[src/rtl/perips_bus_arb.sv]
// perips_bus_arb
// Two-master round-robin arbiter and sequencer for the single peripheral bus
// port. Exactly one transaction is in flight at a time: a master request is
// captured in IDLE, presented to the slave in REQ, the ack is awaited in WAIT
// (bounded by a timeout that substitutes ERR_DATA), returned to the issuing
// master in RESP, and, after a timeout, the late slave ack is swallowed in DRAIN.
//
// Ports
//   clk, rst_n                   : clock, asynchronous active-low reset
//   mN_req_* (N=0,1)             : master request channel (vld/rdy + payload)
//   mN_ack_* (N=0,1)             : response channel back to master N
//   s_req_*                      : request channel to the peripheral port
//   s_ack_*                      : response channel from the peripheral port
//   busy                         : FSM is not IDLE
//   grant_id                     : master owning the current transaction
//   timeout_err                  : one-cycle pulse when a timeout fires
module perips_bus_arb #(
  parameter int unsigned TIMEOUT_CYCLES = 1024,
  parameter logic [31:0] ERR_DATA       = 32'hDEAD_BEEF
) (
  input  logic        clk,
  input  logic        rst_n,
  input  logic        m0_req_vld,
  output logic        m0_req_rdy,
  input  logic [31:0] m0_req_addr,
  input  logic [31:0] m0_req_data,
  input  logic [3:0]  m0_req_strb,
  input  logic        m0_req_opcode,
  output logic        m0_ack_vld,
  input  logic        m0_ack_rdy,
  output logic [31:0] m0_ack_data,
  input  logic        m1_req_vld,
  output logic        m1_req_rdy,
  input  logic [31:0] m1_req_addr,
  input  logic [31:0] m1_req_data,
  input  logic [3:0]  m1_req_strb,
  input  logic        m1_req_opcode,
  output logic        m1_ack_vld,
  input  logic        m1_ack_rdy,
  output logic [31:0] m1_ack_data,
  output logic        s_req_vld,
  input  logic        s_req_rdy,
  output logic [31:0] s_req_addr,
  output logic [31:0] s_req_data,
  output logic [3:0]  s_req_strb,
  output logic        s_req_opcode,
  input  logic        s_ack_vld,
  output logic        s_ack_rdy,
  input  logic [31:0] s_ack_data,
  output logic        busy,
  output logic        grant_id,
  output logic        timeout_err
);

  typedef enum logic [2:0] {
    ST_IDLE  = 3'd0,
    ST_REQ   = 3'd1,
    ST_WAIT  = 3'd2,
    ST_RESP  = 3'd3,
    ST_DRAIN = 3'd4
  } state_t;

  localparam logic [15:0] LP_TO_LAST = 16'(TIMEOUT_CYCLES - 1);

  state_t      r_state;
  state_t      w_next;
  logic        r_rr_ptr;
  logic        r_grant_id;
  logic [31:0] r_addr;
  logic [31:0] r_data;
  logic [3:0]  r_strb;
  logic        r_opcode;
  logic [31:0] r_ack_data;
  logic        r_err;
  logic [15:0] r_cnt;
  logic        r_s_req_vld;
  logic        r_s_ack_rdy;
  logic        r_m0_ack_vld;
  logic        r_m1_ack_vld;
  logic        r_busy;
  logic        r_timeout_err;

  logic        w_win;
  logic        w_grant_hs;
  logic        w_m_ack_rdy;
  logic        w_to_fire;
  logic        w_s_req_vld_nxt;
  logic        w_s_ack_rdy_nxt;
  logic        w_m0_ack_vld_nxt;
  logic        w_m1_ack_vld_nxt;
  logic        w_busy_nxt;

  // Arbitration: a lone requester wins outright; on contention rr_ptr decides.
  assign w_win      = (m0_req_vld && m1_req_vld) ? r_rr_ptr : m1_req_vld;
  assign w_grant_hs = (r_state == ST_IDLE) && (m0_req_vld || m1_req_vld);
  assign m0_req_rdy = (r_state == ST_IDLE) && m0_req_vld && !w_win;
  assign m1_req_rdy = (r_state == ST_IDLE) && m1_req_vld &&  w_win;

  assign w_m_ack_rdy = r_grant_id ? m1_ack_rdy : m0_ack_rdy;
  // A slave ack arriving in the timeout cycle takes precedence over the error.
  assign w_to_fire   = (r_state == ST_WAIT) && !s_ack_vld && (r_cnt == LP_TO_LAST);

  always_ff @(posedge clk or negedge rst_n) begin
    if (!rst_n) r_state <= ST_IDLE;
    else        r_state <= w_next;
  end

  // Next state plus the next value of every registered handshake output, so
  // those outputs switch on the same edge as the state they belong to.
  always_comb begin
    w_next           = r_state;
    w_s_req_vld_nxt  = 1'b0;
    w_s_ack_rdy_nxt  = 1'b0;
    w_m0_ack_vld_nxt = 1'b0;
    w_m1_ack_vld_nxt = 1'b0;
    w_busy_nxt       = 1'b0;
    unique case (r_state)
      ST_IDLE:  if (w_grant_hs) w_next = ST_REQ;
      ST_REQ:   if (s_req_rdy) w_next = ST_WAIT;
      ST_WAIT:  if (s_ack_vld || w_to_fire) w_next = ST_RESP;
      ST_RESP:  if (w_m_ack_rdy) w_next = r_err ? ST_DRAIN : ST_IDLE;
      ST_DRAIN: if (s_ack_vld) w_next = ST_IDLE;
      default:  w_next = ST_IDLE;
    endcase
    w_s_req_vld_nxt  = (w_next == ST_REQ);
    w_s_ack_rdy_nxt  = (w_next == ST_WAIT) || (w_next == ST_DRAIN);
    w_m0_ack_vld_nxt = (w_next == ST_RESP) && !r_grant_id;
    w_m1_ack_vld_nxt = (w_next == ST_RESP) &&  r_grant_id;
    w_busy_nxt       = (w_next != ST_IDLE);
  end

  always_ff @(posedge clk or negedge rst_n) begin
    if (!rst_n) begin
      r_s_req_vld   <= 1'b0;
      r_s_ack_rdy   <= 1'b0;
      r_m0_ack_vld  <= 1'b0;
      r_m1_ack_vld  <= 1'b0;
      r_busy        <= 1'b0;
      r_timeout_err <= 1'b0;
    end else begin
      r_s_req_vld   <= w_s_req_vld_nxt;
      r_s_ack_rdy   <= w_s_ack_rdy_nxt;
      r_m0_ack_vld  <= w_m0_ack_vld_nxt;
      r_m1_ack_vld  <= w_m1_ack_vld_nxt;
      r_busy        <= w_busy_nxt;
      r_timeout_err <= w_to_fire;
    end
  end

  always_ff @(posedge clk or negedge rst_n) begin
    if (!rst_n) begin
      r_rr_ptr   <= 1'b0;
      r_grant_id <= 1'b0;
      r_addr     <= '0;
      r_data     <= '0;
      r_strb     <= '0;
      r_opcode   <= 1'b0;
      r_ack_data <= '0;
      r_err      <= 1'b0;
      r_cnt      <= '0;
    end else begin
      if (w_grant_hs) begin
        r_grant_id <= w_win;
        r_rr_ptr   <= ~w_win;
        r_addr     <= w_win ? m1_req_addr   : m0_req_addr;
        r_data     <= w_win ? m1_req_data   : m0_req_data;
        r_strb     <= w_win ? m1_req_strb   : m0_req_strb;
        r_opcode   <= w_win ? m1_req_opcode : m0_req_opcode;
      end
      // Cleared on WAIT entry, so the 16-bit counter never reaches its wrap.
      if (r_state == ST_REQ && s_req_rdy) r_cnt <= '0;
      else if (r_state == ST_WAIT)        r_cnt <= r_cnt + 16'd1;
      if (r_state == ST_WAIT) begin
        if (s_ack_vld) begin
          r_ack_data <= s_ack_data;
          r_err      <= 1'b0;
        end else if (w_to_fire) begin
          r_ack_data <= ERR_DATA;
          r_err      <= 1'b1;
        end
      end
    end
  end

  assign s_req_vld    = r_s_req_vld;
  assign s_req_addr   = r_addr;
  assign s_req_data   = r_data;
  assign s_req_strb   = r_strb;
  assign s_req_opcode = r_opcode;
  assign s_ack_rdy    = r_s_ack_rdy;
  assign m0_ack_vld   = r_m0_ack_vld;
  assign m1_ack_vld   = r_m1_ack_vld;
  assign m0_ack_data  = r_ack_data;
  assign m1_ack_data  = r_ack_data;
  assign busy         = r_busy;
  assign grant_id     = r_grant_id;
  assign timeout_err  = r_timeout_err;

endmodule

[config.mk]
export PLATFORM = sky130hd
export DESIGN_NAME = perips_bus_arb
export DESIGN_NICKNAME = d
export VERILOG_FILES = /design/src/rtl/perips_bus_arb.sv
export SDC_FILE = /design/constraint.sdc
export NUM_CORES = 1
export LEC_CHECK = 0
export BUFFER_PORTS_ARGS = -buffer_cell sky130_fd_sc_hd__buf_2
export CORE_MARGIN = 5
export CORE_UTILIZATION = 44
export CTS_BUF_LIST = sky130_fd_sc_hd__clkbuf_8 sky130_fd_sc_hd__clkbuf_16
export DETAILED_ROUTE_END_ITERATION = 7
export PLACE_DENSITY = 0.8
export SKIP_CTS_REPAIR_TIMING = 1
export SLEW_MARGIN = 10
export SYNTH_ARGS = -nofsm -noshare
export SYNTH_HDL_FRONTEND = slang
export SYNTH_SLANG_ARGS = --single-unit
export TNS_END_PERCENT = 5
[constraint.sdc]
create_clock -name clk -period 2.13 [get_ports clk]
set_input_delay 0.639 -clock clk [delete_from_list [all_inputs] [get_ports clk]]
set_output_delay 0.639 -clock clk [all_outputs]
set_load 0.02 [all_outputs]
==> summary.md <==
| Metric | Value |
|---|---|
| Combinational Power Share | `0.465` |
| Seq pwr share | `0.327` |
| Pint | `approximately 7.4 mW` |
| Placed wire-length estimate | `12800 um` |
| Power Density | `about 1600 nW/um2` |
| Post-Syn Area | `5630 um2` |
| Synth top area share | `0.574` |
| Async S/R FF share, synth | `1.00` |
| Final WS setup | `-0.00976 ns` |
| Drt pass-1 iters | `8` |
| Max-slew violation count | `0` |
| Post-layout minimum cycle time | `2.14 ns` |
| Synth warn | `0` |
| Reg clk slew, reported paths | `0.05 ns` |
| DRC Markers | `10` |
| Largest net degree at the start of global routing | `71` |
| CTS Buffer Depth | `2` |
| Reg2Reg Setup Slack | `approximately 0.08 ns` |
| VDD IR-drop max | `843 uV` |
| Final setup vio count | `2` |
| Top cell type by total area after synthesis | `dfrtp_1` |
| Gr ovfl total | `0` |
| H-tree Lvls | `4` |
| Place WS | `0.136 ns` |
| I/O pin count | `320` |
| Crit path max fanout | `5` |
| Port bufs | `roughly 320` |
| Avg WL per Cell | `17.0 um` |
| Final cell count without fillers | `approximately 1k` |
| Setup TNS | `-0.0115 ns` |
| Clock Sinks | `129` |
| Final hold violations | `0` |
| Layout cells sized above 1 | `0.459` |
| Vias/cell | `5.27` |
| Dpl cells | `980` |
| Area Growth Syn to Fin | `40.8%` |
| Root Buffer | `clkbuf_16` |
| Final core occ | `0.630` |
| Main synth FF type | `dfrtp_1` |
| Clk_skew | `0.00656 ns` |
| Max_cap viols | `0` |
| Gr usage total | `0.217` |
| CP Class | `flop to output pin` |
| Dominant cells by area after synthesis | `dfrtp_1 57%, a222oi_1 12%, inv_1 4.8%` |
| Clock network power share | `0.208` |
| Crit Reg-Reg Endpoint | `s_req_addr[27]` |
| Row count | `41` |
| Req. time, crit path | `1.49 ns` |
| CP endpoint kind | `output pin` |
| Num CTS Buffers | `17` |
| Highest Clock Rate | `467 MHz` |
| Core area | `12600 um2` |
| Drt total wl | `17400 um` |
| Die X | `around 120 um` |
| Die Ht | `123 um` |
| N_diodes | `0` |
| Unrepaired setup endpoints after global routing | `true` |
| Register area share after synthesis | `0.574` |
| Final total power | `12.7 mW` |
| Initial antenna violation count | `0` |
| CP Launch Type | `flop` |
| EDFF count, synth | `0` |
| Failing checks | `design-rule violations, negative setup slack` |
| Worst skew pair latency | `0.41 ns` |
| P_leak | `4.35 nW` |
| Most frequent cells after synthesis | `129 x dfrtp_1, 72 x inv_1, 69 x a222oi_1, 64 x nor2_1` |
| Initial Utilization | `0.448` |
| CTS tree | `built` |
| Die area | `between 15000 and 20000 um2` |
| Vias in the first global route | `5181` |
| Final period utilization | `1.00` |
| Post-Syn Area per Cell | `10.4 um2` |
| Tightest Pin Transition | `0.746 ns` |
| RePlAce Congestion | `0.798` |
| Most numerous cell in the Yosys netlist | `dfrtp_1` |
| Critical Path AT | `1.50 ns` |
| Antenna Nets Post-Route | `0` |
| Post-synth cell types | `39` |
| Switching Share | `0.416` |
| Status | `finished, violations left` |
| Worst r2r path cells | `7` |
| Fillers | `1053` |
| Sw power | `5.29 mW` |
| Total Nets Final | `1016` |
| Reg-to-Reg Start | `r_state[1]` |
| First-pass GRT wire length | `about 26000 um` |
| Cells after synthesis | `540` |
| Slew Limit Headroom | `0.502` |
| Mapped Nets | `719` |
| Register bit count reported by yosys | `about 130` |
| HP Class | `input pin to async pin` |
| Initial drt markers | `528` |
| Via Count | `5378` |
-- worst max-delay path by stage --
stage	start	to	slack (ns)	depth (start not counted)
6_report	r_state[1]	m0_req_rdy	-0.01	4
4_1_cts	r_state[1]	m0_req_rdy	-0.22	4
2_1_floorplan	r_state[0]	m1_req_rdy	-0.003	5
5_1_grt	r_state[1]	m0_req_rdy	-0.1	4
3_5_place_dp	m0_req_vld	s_req_addr[27]	0.14	6
3_3_place_gp	r_state[1]	s_req_addr[25]	0.16	6
-- critical path, cell delays in order (launching register included) --
cell     delay [ns]
dfrtp_2        0.45
nor3_2         0.19
buf_4          0.14
and3_4         0.19
buf_6          0.12
-- registers in the layout, indices dropped and copies added (netlist names), 3 cells and up --
register / flops
s_req_data: 32
s_req_addr: 32
r_cnt: 16
m0_ack_data: 32
s_req_strb: 4
r_state: 3
-- power groups by stage --
stage	sequential, mW	clock [mW]	combinational [mW]
finish	4.16	2.65	5.92
global route	4.27	2.83	6.39
CTS	4.17	2.72	5.82
detailed placement	4.20	0	5.79
global placement	4.16	0	5.71
floorplan	5.26	0	2.86
-- cell usage in the layout, fill, tap and decap left out, types with 3 or more instances in the layout --
cell       instances
buf_2            316
dfrtp_1          126
inv_1             75
a222oi_1          69
nor2_1            64
a21oi_1           33
nand2_1           28
buf_4             26
clkbuf_16         17
o21ai_0           12
xnor2_1            7
clkbuf_8           7
nor4_1             6
nand4_1            5
nor3_1             5
buf_12             5
nand3_1            4
or3_1              3
clkinv_2           3
dfrtp_2            3
-- stage by stage --
stage / hold WS, ns / cell area [um2]
final: 0.161 / 7920
after floorplan: 0.343 / 5630
after detailed placement: 0.479 / 7260
after global placement: 0.475 / 7260
after global routing: 0.185 / 7920
after CTS: 0.158 / 7820
-- logic make-up after synthesis --
group           after synthesis  share of synthesized area
fa+ha+maj                     1                    0.00222
flops                       129                      0.574
buf+inv                     143                      0.120
compound gates              122                      0.174
mux                           2                    0.00400
xor+xnor                      9                     0.0140
simple gates                134                      0.112
-- layer usage --
| layer | track usage | wire length [um] | vias to the layer above |
|---|---|---|---|
| li1 | - | - | 2499 |
| met1 | 0.250 | 6400 | 2549 |
| met2 | 0.369 | 8660 | 292 |
| met3 | 0.0755 | 1820 | 38 |
| met4 | 0.0907 | 500 | 0 |
| met5 | 0 | 0 | - |
-- area by class of cell --
cell class,instances,area [um2],share of cell area
clock inverters,7,33.8,0.00426
flip-flops and latches,129,3230,0.408
clock buffers,24,522,0.0659
inverters,72,270,0.0341
repair buffers,349,1900,0.240
multi-input cells,268,1750,0.221
well taps,172,215,0.0272
No activity file was read; power rests on OpenSTA's default activity.
